File: src/rtl/seq_det_word_ctrl.sv
// Word-to-bit sequencer for a shared serial Mealy detector: shifts each word MSB first,
// counts the detector's match pulses and returns a saturating per-word result.
module seq_det_word_ctrl #(
    parameter int unsigned WORD_W = 8,
    parameter int unsigned CNT_W  = 4
) (
    input  logic              clk,
    input  logic              rst,
    input  logic              s_valid,
    output logic              s_ready,
    input  logic [WORD_W-1:0] s_data,
    input  logic              s_clear,
    output logic              det_rst,
    output logic              det_in,
    input  logic              det_out,
    output logic              m_valid,
    input  logic              m_ready,
    output logic [CNT_W-1:0]  m_count,
    output logic              m_hit,
    output logic              busy
);

    localparam int unsigned IDX_W = (WORD_W > 2) ? $clog2(WORD_W) : 1;
    localparam logic [IDX_W-1:0] IdxLast = IDX_W'(WORD_W - 1);
    localparam logic [IDX_W-1:0] IdxOne  = IDX_W'(1);
    localparam logic [CNT_W-1:0] CntOne  = CNT_W'(1);
    localparam logic [CNT_W-1:0] CntMax  = '1;

    typedef enum logic [1:0] {StIdle, StClr, StShift, StDone} state_e;

    state_e            state_q;
    logic [WORD_W-1:0] shreg_q;
    logic [IDX_W-1:0]  idx_q;
    logic [CNT_W-1:0]  count_q;

    always_ff @(posedge clk) begin
        if (rst) begin
            state_q <= StIdle;
            shreg_q <= '0;
            idx_q   <= '0;
            count_q <= '0;
        end else begin
            unique case (state_q)
                StIdle: begin
                    if (s_valid) begin
                        shreg_q <= s_data;
                        idx_q   <= IdxLast;
                        count_q <= '0;
                        state_q <= s_clear ? StClr : StShift;
                    end
                end
                StClr: state_q <= StShift;
                StShift: begin
                    // det_out is Mealy on the bit currently driven, so it scores this bit
                    if (det_out && (count_q != CntMax)) begin
                        count_q <= count_q + CntOne;
                    end
                    shreg_q <= {shreg_q[WORD_W-2:0], 1'b0};
                    idx_q   <= idx_q - IdxOne;
                    if (idx_q == '0) begin
                        state_q <= StDone;
                    end
                end
                StDone: begin
                    if (m_ready) begin
                        state_q <= StIdle;
                    end
                end
                default: state_q <= StIdle;
            endcase
        end
    end

    // Reset passes straight through so the detector restarts in the same cycle as this block
    assign det_rst = rst | (state_q == StClr);
    assign det_in  = (state_q == StShift) & shreg_q[WORD_W-1];
    assign s_ready = (state_q == StIdle);
    assign m_valid = (state_q == StDone);
    assign busy    = (state_q != StIdle);
    assign m_count = count_q;
    assign m_hit   = (count_q != '0);

endmodule

File: config.mk
export PLATFORM = sky130hd
export DESIGN_NAME = seq_det_word_ctrl
export DESIGN_NICKNAME = d
export VERILOG_FILES = /design/src/rtl/seq_det_word_ctrl.sv
export SDC_FILE = /design/constraint.sdc
export NUM_CORES = 1
export LEC_CHECK = 0
export CORE_MARGIN = 5
export CORE_UTILIZATION = 34
export DETAILED_ROUTE_END_ITERATION = 10
export DONT_BUFFER_PORTS = 1
export HOLD_SLACK_MARGIN = 0.12
export PLACE_DENSITY = 0.47
export SYNTH_ARGS = -nofsm -noshare
export SYNTH_HDL_FRONTEND = slang
export SYNTH_SLANG_ARGS = --single-unit
File: constraint.sdc
create_clock -name clk -period 1.5 [get_ports clk]
set_input_delay 0.075 -clock clk [delete_from_list [all_inputs] [get_ports clk]]
set_output_delay 0.075 -clock clk [all_outputs]
set_load 0.02 [all_outputs]
==> metrics.md <==
| Metric | Value |
|---|---|
| Final Wtd Congestion | `around 0.88` |
| Worst Tran Pin Value | `0.8861 ns` |
| Final net count | `162` |
| GRT Total Usage | `between 10% and 20%` |
| H-tree depth | `1` |
| Initial core utilization | `a little over a third` |
| Xor and xnor fraction of the mapped netlist area | `0%` |
| Buf/Inv on CP | `2` |
| Synth Area in Compound Gates | `between 20 and 25%` |
| Worst r2r dst | `shreg_q[3]` |
| Mux cell area share after synthesis | `under 10%` |
| Design area | `between 1000 and 1500 µm²` |
| Dominant delay contributor by cell family on the critical path | `simple AND/OR/NAND/NOR gates` |
| # setup viols final | `0` |
| Synth Cell Area | `about 1100 µm²` |
| Slowest CP cell | `dfxtp_4` |
| Crit end category | `flip-flop` |
| Die width | `approximately 66 µm` |
| Hpwl dp | `between 1500 and 2000 µm` |
| Final-report hold violation count | `0` |
| Placeable Area | `roughly 3000 µm²` |
| Combinational Power Share | `between 60% and 70%` |
| Flop2flop setup slack | `0.05 ns` |
| Cell Area, Placed | `between 1000 and 1500 µm²` |
| Max VDD drop | `778.9 µV` |
| Maximum root-to-sink buffer count | `2` |
| Non-Filler Instances | `183` |
| Global route total overflow | `0` |
| FF+latch count, synth | `17` |
| Synth Area in Adders | `9.379%` |
| Pin count of the biggest net entering global routing | `19` |
| Routed length per instance | `about 13 µm` |
| Commonest non-fill, non-tap cell in the layout | `buf_4` |
| Worst-path fanout max | `7` |
| Clock-pin slew on the worst setup and hold paths | `0.11 ns` |
| Pwr/cell area | `~1900 nW/µm²` |
| Placed insts | `158` |
| CTS sink count | `17` |
| CP Class | `reg -> reg` |
| R2R depth | `7` |
| Crit path largest cell delay | `0.38 ns` |
| Syn_nets | `between 100 and 150` |
| Die extent in y | `between 60 and 70 µm` |
| Hold Crit Start | `s_valid` |
| P&R area growth vs syn | `39.86%` |
| First-pass GRT wire length | `between 3000 and 4000 µm` |
| Outcome | `finished clean` |
| Hold endpoint | `shreg_q[1]` |
| Fmax | `690.7 MHz` |
| FP Rows | `20` |
| Critical Path RT | `1.65 ns` |
| Simple-Gate Fraction of Synth Area | `roughly 19%` |
| Hold WS | `between 0.15 and 0.2 ns` |
| Buffers added on ports | `0` |
| Pins Over Slew Limit | `0` |
| Worst slew margin | `about two fifths` |
| Startpoint types | `flip-flop` |
| I/O pins | `24` |
| Routed Antenna Nets | `0` |
| HP Class | `in -> reg` |
| DR iter-0 viols | `31` |
| Leakage | `0.6020 nW` |
| Clock share of power | `9.3%` |
| Clock Skews | `~0.0041 ns` |
| Vias in the first global route | `roughly 840` |
| RSZ-0062 raised after global routing | `yes` |
| Max-Cap Viols | `0` |
| Most frequent cells in the layout | `16 x buf_4, 13 x dlygate4sd3_1, 13 x dfxtp_1` |
| Final wirelength | `about 2400 µm` |
| Root buf cell | `clkbuf_4` |
| CTS tree | `built` |
| Hold path depth | `4` |
| Die Area | `about 4400 µm²` |
| Iteration count of the initial detailed-routing pass | `4` |
| Post-Syn Instances | `108` |
| Antenna violations before repair | `0` |
| Diodes inserted | `0` |
| RR Startpoint | `state_q[1]` |
| Crit path DAT | `between 1.5 and 2 ns` |
| Final Util | `between 40% and 50%` |
| Switch Pwr | `0.001155 W` |
| Crit path cell chain | `inv_2 -> ha_4 -> nor2b_4 -> nor2_8 -> buf_4 -> nor2_1 -> a211oi_2` |
| Fin crit period | `roughly 1.4 ns` |
| Residual DRC count | `0` |
| Net Sw Frac | `roughly 41%` |
| Share of layout cells above drive strength 1 | `roughly 44%` |
| Sequential share of the synthesized area | `a little under a third` |
| Via/cell ratio | `4.798` |
| Avg Cell Area, Syn | `between 9 and 10 µm²` |
| Final period utilization | `roughly 97%` |
| Netlist cell types | `38` |
| Vias | `between 800 and 900` |
| P_int | `around 0.0016 W` |
| Flop pwr share | `between 20% and 30%` |
| Skew-Pair Late Insertion Delay | `about 0.29 ns` |
| CTS buffer count | `3` |
| Synth Warn # | `0` |
| Largest family of logic cells by synthesized area | `compound AO/OA/AOI/OAI gates` |
==> sequential cells by signal (all words and copies together) (netlist names) <==
register and count:
shreg_q 8, m_count 4, idx_q 3, state_q 2
==> how the worst max path moves through the flow <==
stage	start	depth (start not counted)	endpoint
2_1_floorplan	state_q[1]	7	state_q[1]
3_3_place_gp	state_q[0]	6	state_q[0]
3_5_place_dp	state_q[0]	6	state_q[0]
4_1_cts	state_q[1]	6	shreg_q[2]
5_1_grt	idx_q[0]	7	state_q[1]
6_report	state_q[1]	7	shreg_q[3]
==> worst reg2reg max path, stage by stage (launching register included) <==
cell and delay (ns):
dfxtp_4 0.38, inv_2 0.08, ha_4 0.19, nor2b_4 0.26, nor2_8 0.06, buf_4 0.17
nor2_1 0.11, a211oi_2 0.05
==> through the flow <==
step / setup WS [ns] / setup TNS, ns / total power [W]
after floorplan: 0.009852 / 0 / 0.001875
after global placement: 0.004414 / 0 / 0.002006
after detailed placement: -0.05395 / -0.05947 / 0.002034
after CTS: 0.0009839 / 0 / 0.002379
after global routing: -0.02988 / -0.08704 / 0.003006
final: 0.05211 / 0 / 0.002785
==> power by group through the flow <==
| stage | Sequential (W) | Clock, W | Combinational (W) |
|---|---|---|---|
| 2_1_floorplan | 0.000681 | 0 | 0.00119 |
| 5_1_grt | 0.000720 | 0.000284 | 0.00200 |
| 3_5_place_dp | 0.000684 | 0 | 0.00135 |
| 6_report | 0.000699 | 0.000258 | 0.00183 |
| 4_1_cts | 0.000683 | 0.000272 | 0.00142 |
| 3_3_place_gp | 0.000678 | 0 | 0.00133 |
==> cell type report <==
type                       count  area [µm²]
fill                         301        1535
multi-input combinational     74       714.4
sequential                    17       347.8
timing repair buffer          33       304.0
tap                           44       55.05
inverter                      11       43.79
clock buffer                   3       22.52
clock inverter                 1       5.005
==> cells by family after synthesis <==
group,count (synthesis)
adders and majority gates,8
muxes,10
and+or+nand+nor,34
AOI/OAI and AO/OA,22
DFF,17
buffers and inverters,17
==> cell usage after synthesis (all sizes together) <==
| cell type | n | area (µm²) |
|---|---|---|
| dfxtp | 17 | 340.3 |
| nor2 | 14 | 73.82 |
| inv | 11 | 41.29 |
| mux2i | 10 | 103.9 |
| a211oi | 9 | 102.6 |
| ha | 8 | 100.1 |
| buf | 5 | 50.04 |
| nand2 | 5 | 18.77 |
| a21oi | 4 | 23.77 |
| a221oi | 3 | 43.80 |
| and2 | 2 | 12.51 |
| nand2b | 2 | 12.51 |
| nand3 | 2 | 10.01 |
| nor2b | 2 | 20.02 |
| nor3 | 2 | 15.01 |
| a21boi | 1 | 18.77 |
| a41oi | 1 | 8.760 |
| and3 | 1 | 6.260 |
| clkbuf | 1 | 3.750 |
| nand3b | 1 | 7.510 |
| nand4b | 1 | 8.760 |
| nor4 | 1 | 6.260 |
| o21ai | 1 | 5.000 |
| o22ai | 1 | 6.260 |
| o31ai | 1 | 12.51 |
| o32ai | 1 | 8.760 |
| or2 | 1 | 6.260 |
==> layer usage <==
metal	share of wire [%]	up-vias	global-route usage, %
li1	-	438	-
met1	45	413	14.77
met2	49	23	17.52
met3	5.4	4	2.041
met4	1.1	0	5.584
met5	0	-	0
==> timing repair <==
item,4_1_cts,5_1_grt
hold endpoints to repair,17,0
hold buffers,13,0
setup buffers,0,8
setup endpoints to repair,5,17
resized for setup,7,20
pin swaps,0,4
No activity file was read; power rests on OpenSTA's default activity.
